==> config.mk <==
export PLATFORM = sky130hd
export DESIGN_NAME = sliscp_inv_step
export DESIGN_NICKNAME = d
export VERILOG_FILES = /design/src/rtl/sliscp_inv_step.sv
export SDC_FILE = /design/constraint.sdc
export NUM_CORES = 1
export LEC_CHECK = 0
export CAP_MARGIN = 20
export CELL_PAD_IN_SITES_DETAIL_PLACEMENT = 2
export CELL_PAD_IN_SITES_GLOBAL_PLACEMENT = 2
export CORE_UTILIZATION = 32
export CTS_BUF_LIST = sky130_fd_sc_hd__clkbuf_4 sky130_fd_sc_hd__clkbuf_8
export DETAILED_ROUTE_END_ITERATION = 12
export PLACE_DENSITY = 0.86
export RECOVER_POWER = 50
export SYNTH_ARGS = -nofsm -noshare
export SYNTH_HDL_FRONTEND = slang
export SYNTH_SLANG_ARGS = --single-unit
==> constraint.sdc <==
create_clock -name clk -period 3.9 [get_ports clk]
set_input_delay 0.39 -clock clk [delete_from_list [all_inputs] [get_ports clk]]
set_output_delay 0.39 -clock clk [all_outputs]
set_load 0.03 [all_outputs]
==> src/rtl/sliscp_inv_step.sv <==
// sliscp_inv_step: inverse of one sLiSCP-light step, recovering the pre-step state
// Ports:
//   clk, rst         clock; synchronous active-high reset
//   start            begin an inversion (accepted in IDLE or DONE)
//   sin              post-step state {t0,t1,t2,t3}, t0 in MSBs
//   rc0, rc1         round constants of the t0/s1 and t2/s3 boxes
//   sc0, sc1         step constants for s0 and s2
//   busy             high while inverse rounds run
//   done             one-cycle pulse when sout holds a new result
//   sout             recovered state {s0,s1,s2,s3}, registered
// Build option: SLISCP_INV_UNROLL2_EN applies two inverse rounds per RUN cycle.
module sliscp_inv_step #(
    parameter int WIDTH  = 64,
    parameter int ROUNDS = 8
) (
    input  logic               clk,
    input  logic               rst,
    input  logic               start,
    input  logic [4*WIDTH-1:0] sin,
    input  logic [7:0]         rc0,
    input  logic [7:0]         rc1,
    input  logic [7:0]         sc0,
    input  logic [7:0]         sc1,
    output logic               busy,
    output logic               done,
    output logic [4*WIDTH-1:0] sout
);
    localparam int H = WIDTH / 2;
    localparam logic [2:0] CTR_INIT = 3'(ROUNDS - 1);

    typedef enum logic [1:0] {IDLE, RUN, DONE} state_t;

    state_t           state, state_nx;
    logic [2:0]       ctr, ctr_nx;
    logic [WIDTH-1:0] b0, b1, s0_r, s2_r;
    logic [WIDTH-1:0] r0, r1, b0_nx, b1_nx;
    logic [7:0]       rc0_r, rc1_r;
    logic             accept, last;

    logic [WIDTH-1:0] t0, t1, t2, t3;
    assign {t0, t1, t2, t3} = sin;

    function automatic logic [H-1:0] rotl(input logic [H-1:0] x, input int n);
        return (x << n) | (x >> (H - n));
    endfunction

    function automatic logic [H-1:0] f(input logic [H-1:0] x);
        return (x & rotl(x, 5)) ^ rotl(x, 1);
    endfunction

    // {x',y'} -> {y', x' ^ f(y') ^ c}
    function automatic logic [WIDTH-1:0] inv_rnd(input logic [WIDTH-1:0] w, input logic c);
        logic [H-1:0] xp, yp;
        xp = w[WIDTH-1:H];
        yp = w[H-1:0];
        return {yp, xp ^ f(yp) ^ {{(H-1){1'b1}}, c}};
    endfunction

    assign r0 = inv_rnd(b0, rc0_r[ctr]);
    assign r1 = inv_rnd(b1, rc1_r[ctr]);

`ifdef SLISCP_INV_UNROLL2_EN
    logic [2:0] ctr_m1;
    assign ctr_m1 = ctr - 3'd1;
    // ctr == 0 only happens on the final cycle of an odd round count
    assign b0_nx  = (ctr == 3'd0) ? r0 : inv_rnd(r0, rc0_r[ctr_m1]);
    assign b1_nx  = (ctr == 3'd0) ? r1 : inv_rnd(r1, rc1_r[ctr_m1]);
    assign last   = (ctr <= 3'd1);
    assign ctr_nx = ctr - 3'd2;
`else
    assign b0_nx  = r0;
    assign b1_nx  = r1;
    assign last   = (ctr == 3'd0);
    assign ctr_nx = ctr - 3'd1;
`endif

    assign accept = start && (state != RUN);

    always_ff @(posedge clk) begin
        if (rst)
            state <= IDLE;
        else
            state <= state_nx;
    end

    always_comb begin
        state_nx = state;
        busy     = 1'b0;
        done     = 1'b0;
        if (accept)
            state_nx = RUN;
        else if (state == RUN && last)
            state_nx = DONE;
        else if (state == DONE)
            state_nx = IDLE;
        busy = (state == RUN);
        done = (state == DONE);
    end

    // sout is written on the last RUN edge so it is visible together with done
    always_ff @(posedge clk) begin
        if (rst) begin
            b0    <= '0;
            b1    <= '0;
            s0_r  <= '0;
            s2_r  <= '0;
            rc0_r <= '0;
            rc1_r <= '0;
            ctr   <= '0;
            sout  <= '0;
        end else if (accept) begin
            b0    <= t0;
            b1    <= t2;
            s0_r  <= t3 ^ t0 ^ {{(WIDTH-8){1'b1}}, sc0};
            s2_r  <= t1 ^ t2 ^ {{(WIDTH-8){1'b1}}, sc1};
            rc0_r <= rc0;
            rc1_r <= rc1;
            ctr   <= CTR_INIT;
        end else if (state == RUN) begin
            b0  <= b0_nx;
            b1  <= b1_nx;
            ctr <= last ? 3'd0 : ctr_nx;
            if (last)
                sout <= {s0_r, b0_nx, s2_r, b1_nx};
        end
    end
endmodule

==> flow_metrics.py <==
metrics = {
    "yosys": {
        "synth_area_um2": 22120,
        "synth_area_leaders": "dfxtp_1 (48%), nand2_1 (13%), xnor2_1 (9.9%)",
        "synth_cells": 2659,
        "synth_area_per_cell_um2": 8.320,
        "synth_cell_types": 31,
        "synth_top_area_share": 0.4823,
        "synth_fp_nets": 2950,
        "synth_commonest_cells": "nand2_1 (740), dfxtp_1 (533), a21oi_1 (341)",
        "yosysSeqAreaShare": 0.4823,
        "async_flop_share": 0,
        "synthFlopType": "dfxtp_1",
        "yosys.area.top_type": "dfxtp_1",
        "synth_seq_cells": 533,
        "synth.most_common_cell": "nand2_1",
        "yosysWarnings": 0,
        "synth-edff-count": 0,
    },
    "drt": {
        "drt-total-wl_um": 99210,
        "ant_nets": 0,
        "detail_route.wl_per_cell_um": 24.23,
        "routed_via_density": 5.185,
        "drc_errors": 0,
        "drtIter0Drc": 974,
        "num_vias": 21230,
        "firstDrtPassIters": 6,
    },
    "clock_network": {
        "cts_sinks": 533,
        "htreeDepth": 3,
        "path_clk_slew_ns": 0.06,
        "ctsHoldBuffers": 0,
        "clockRootBuffer": "clkbuf_8",
        "clock_path_buffers": 3,
        "worstSkewPairLatency_ns": 0.71,
        "cts_tree": "built",
        "post_cts_buffers": 0,
        "ctsResizeCount": 0,
        "numCtsBuffers": 97,
    },
    "layout": {
        "layout.nets": 3423,
        "layout-drive-gt1-share": 0.06219,
        "finalNonFillerCells": 4094,
        "nFillCells": 7477,
        "fin_util": 0.4417,
        "area_growth_pct": 36.69,
        "finish.instance_area_um2": 30240,
        "multi_input_area_um2": 10600,
        "regArea_um2": 10670,
    },
    "global_route": {
        "first_global_vias": 23690,
        "grt.overflow.total": 0,
        "grt_max_degree": 205,
        "grt_usage": 0.2749,
        "grt_first_pass_wirelength_um": 147900,
        "antenna_found_initial": 13,
    },
    "placement": {
        "post_dp_cell_area_um2": 28230,
        "preCtsSetupSlack_ns": 1.312,
        "place_hpwl_um": 67500,
        "port_buffers": 548,
        "place_inst": 3915,
        "routabilityCongestion": 0.8602,
    },
    "timing": {
        "rsz0062_at_grt": "no",
        "max_freq_mhz": 327.3,
        "worstMarginPinSlew_ns": 1.611,
        "relSlewSlack": -0.07758,
        "finalSetupViolCount": 0,
        "setup_ws_ns": 0.8450,
        "slew_viol_final": 68,
        "timing.final.crit_period_ns": 3.055,
        "hold_violations": 0,
        "fin_setup_tns_ns": 0,
        "post-route-period-util": 0.7833,
        "clock_skew_ns": 0.04621,
        "holdWs_ns": 0.2364,
    },
    "setup_path": {
        "endpoint_kind": "output port",
        "cp-start-kind": "register",
        "critPathMaxFanout": 10,
        "cpPeakStageDelay_ns": 0.91,
        "path_buf_inv": 2,
        "cp.arrival_ns": 2.67,
        "crit_chain": "nand2b_1, inv_1, clkdlybuf4s50_1",
        "worstPathRequired_ns": 3.51,
        "crit_family": "buffers and inverters",
        "worstSetupPathType": "register to output port",
        "cp_slowest_cell": "clkdlybuf4s50_1",
    },
    "floorplanning": {
        "io_pins": 549,
        "core_um2": 68470,
        "start_util": 0.3231,
        "fp.dieW_um": 264.9,
        "rows": 96,
        "dieArea_um2": 70190,
        "die_h_um": 264.9,
    },
    "pwr": {
        "total_leakage_power_nw": 11.02,
        "total_power_mw": 14.72,
        "power_density_nw_per_um2": 486.7,
        "peakVddDrop_mv": 0.2170,
    },
    "status": {
        "violations": "max-capacitance violations, max-slew violations",
        "status": "finished, violations left",
    },
    "run": {
        "max-cap-violations": 1,
    },
    "hold_path": {
        "min_path_type": "input pin to register",
    },
}
## cell usage in the layout, fill, tap and decap left out
cell	synthesis	layout
clkdlybuf4s50_1	0	440
clkinvlp_4	0	2
clkbuf_8	0	122
mux4_2	4	4
inv_12	0	1
clkinv_8	0	1
nor3_1	43	43
a2111oi_0	0	1
xnor2_1	249	249
o21ai_1	1	1
clkbuf_4	0	35
a31oi_1	1	1
inv_1	1	2
dfxtp_1	533	533
nor3b_1	1	1
nand2_2	0	1
a211oi_1	174	174
nand2_1	740	739
or4_4	0	1
nand2b_1	2	2
nor2b_1	25	25
o21ai_0	2	2
clkinv_2	0	5
nor4_1	3	4
nor2_4	0	1
dlygate4sd3_1	0	106
diode_2	0	12
clkbuf_2	0	1
buf_12	0	12
a21oi_1	341	341
mux2i_1	103	103
and3_1	3	3
mux2i_4	1	1
nor2_1	206	206
buf_8	0	1
buf_4	2	9
a221oi_1	0	1
inv_8	0	2
xor2_1	24	24
## state kept, by name, summed over array words and instances, names as in the netlist
register and cells:
s2_r 64, b1 64, s0_r 64, state 2
ctr 3, rc0_r 8, sout 256, b0 64
rc1_r 8
## routing by layer
layer	up-vias	GRT usage	share of wire
met2	588	0.4741	0.49
met5	-	0	0.00038
li1	9751	-	-
met3	232	0.05927	0.050
met1	10650	0.3214	0.41
met4	6	0.1361	0.047
## path summary, 6_finish.rpt
kind,from,to,slack (ns),depth (start not counted)
max,state[1],busy,0.84,3
min,rst,sout[199],0.24,2
max reg2reg,state[1],s0_r[12],1.04,5
min reg2reg,s2_r[48],s2_r[48],0.45,2
## worst reg2reg max path, delay by kind of cell (launching register included)
family                 cells  cell delay [ns]
AND/OR/NAND/NOR            3             1.64
buffers and inverters      1             0.56
flip-flops                 1             0.37
AO/OA/AOI/OAI              1             0.08
## final cells by class
type	count	share of cell area
flip-flops and latches	533	0.3529
inverters	2	0.0002483
clock buffers	156	0.06376
clock inverters	11	0.003145
repair buffers	570	0.1920
well taps	882	0.03649
multi-input cells	1928	0.3505
diodes	12	0.0009930
## report_power, final
part | internal [mW] | switching, mW | leakage, nW
Clock | 3.12 | 2.51 | 1.08
Sequential | 5.85 | 0.423 | 4.36
Combinational | 1.15 | 1.67 | 5.58
Total | 10.1 | 4.60 | 11.0
## cell families (layout without fill, tap and decap cells)
| group | count (synthesis) | count (layout) | share of synthesized area |
|---|---|---|---|
| mux | 108 | 108 | 0.05169 |
| flops | 533 | 533 | 0.4823 |
| buf+inv | 198 | 739 | 0.03829 |
| simple gates | 1026 | 1026 | 0.1811 |
| compound gates | 521 | 521 | 0.1385 |
| other cells | 0 | 12 | 0 |
| xor+xnor | 273 | 273 | 0.1081 |
No activity file was read; power rests on OpenSTA's default activity.
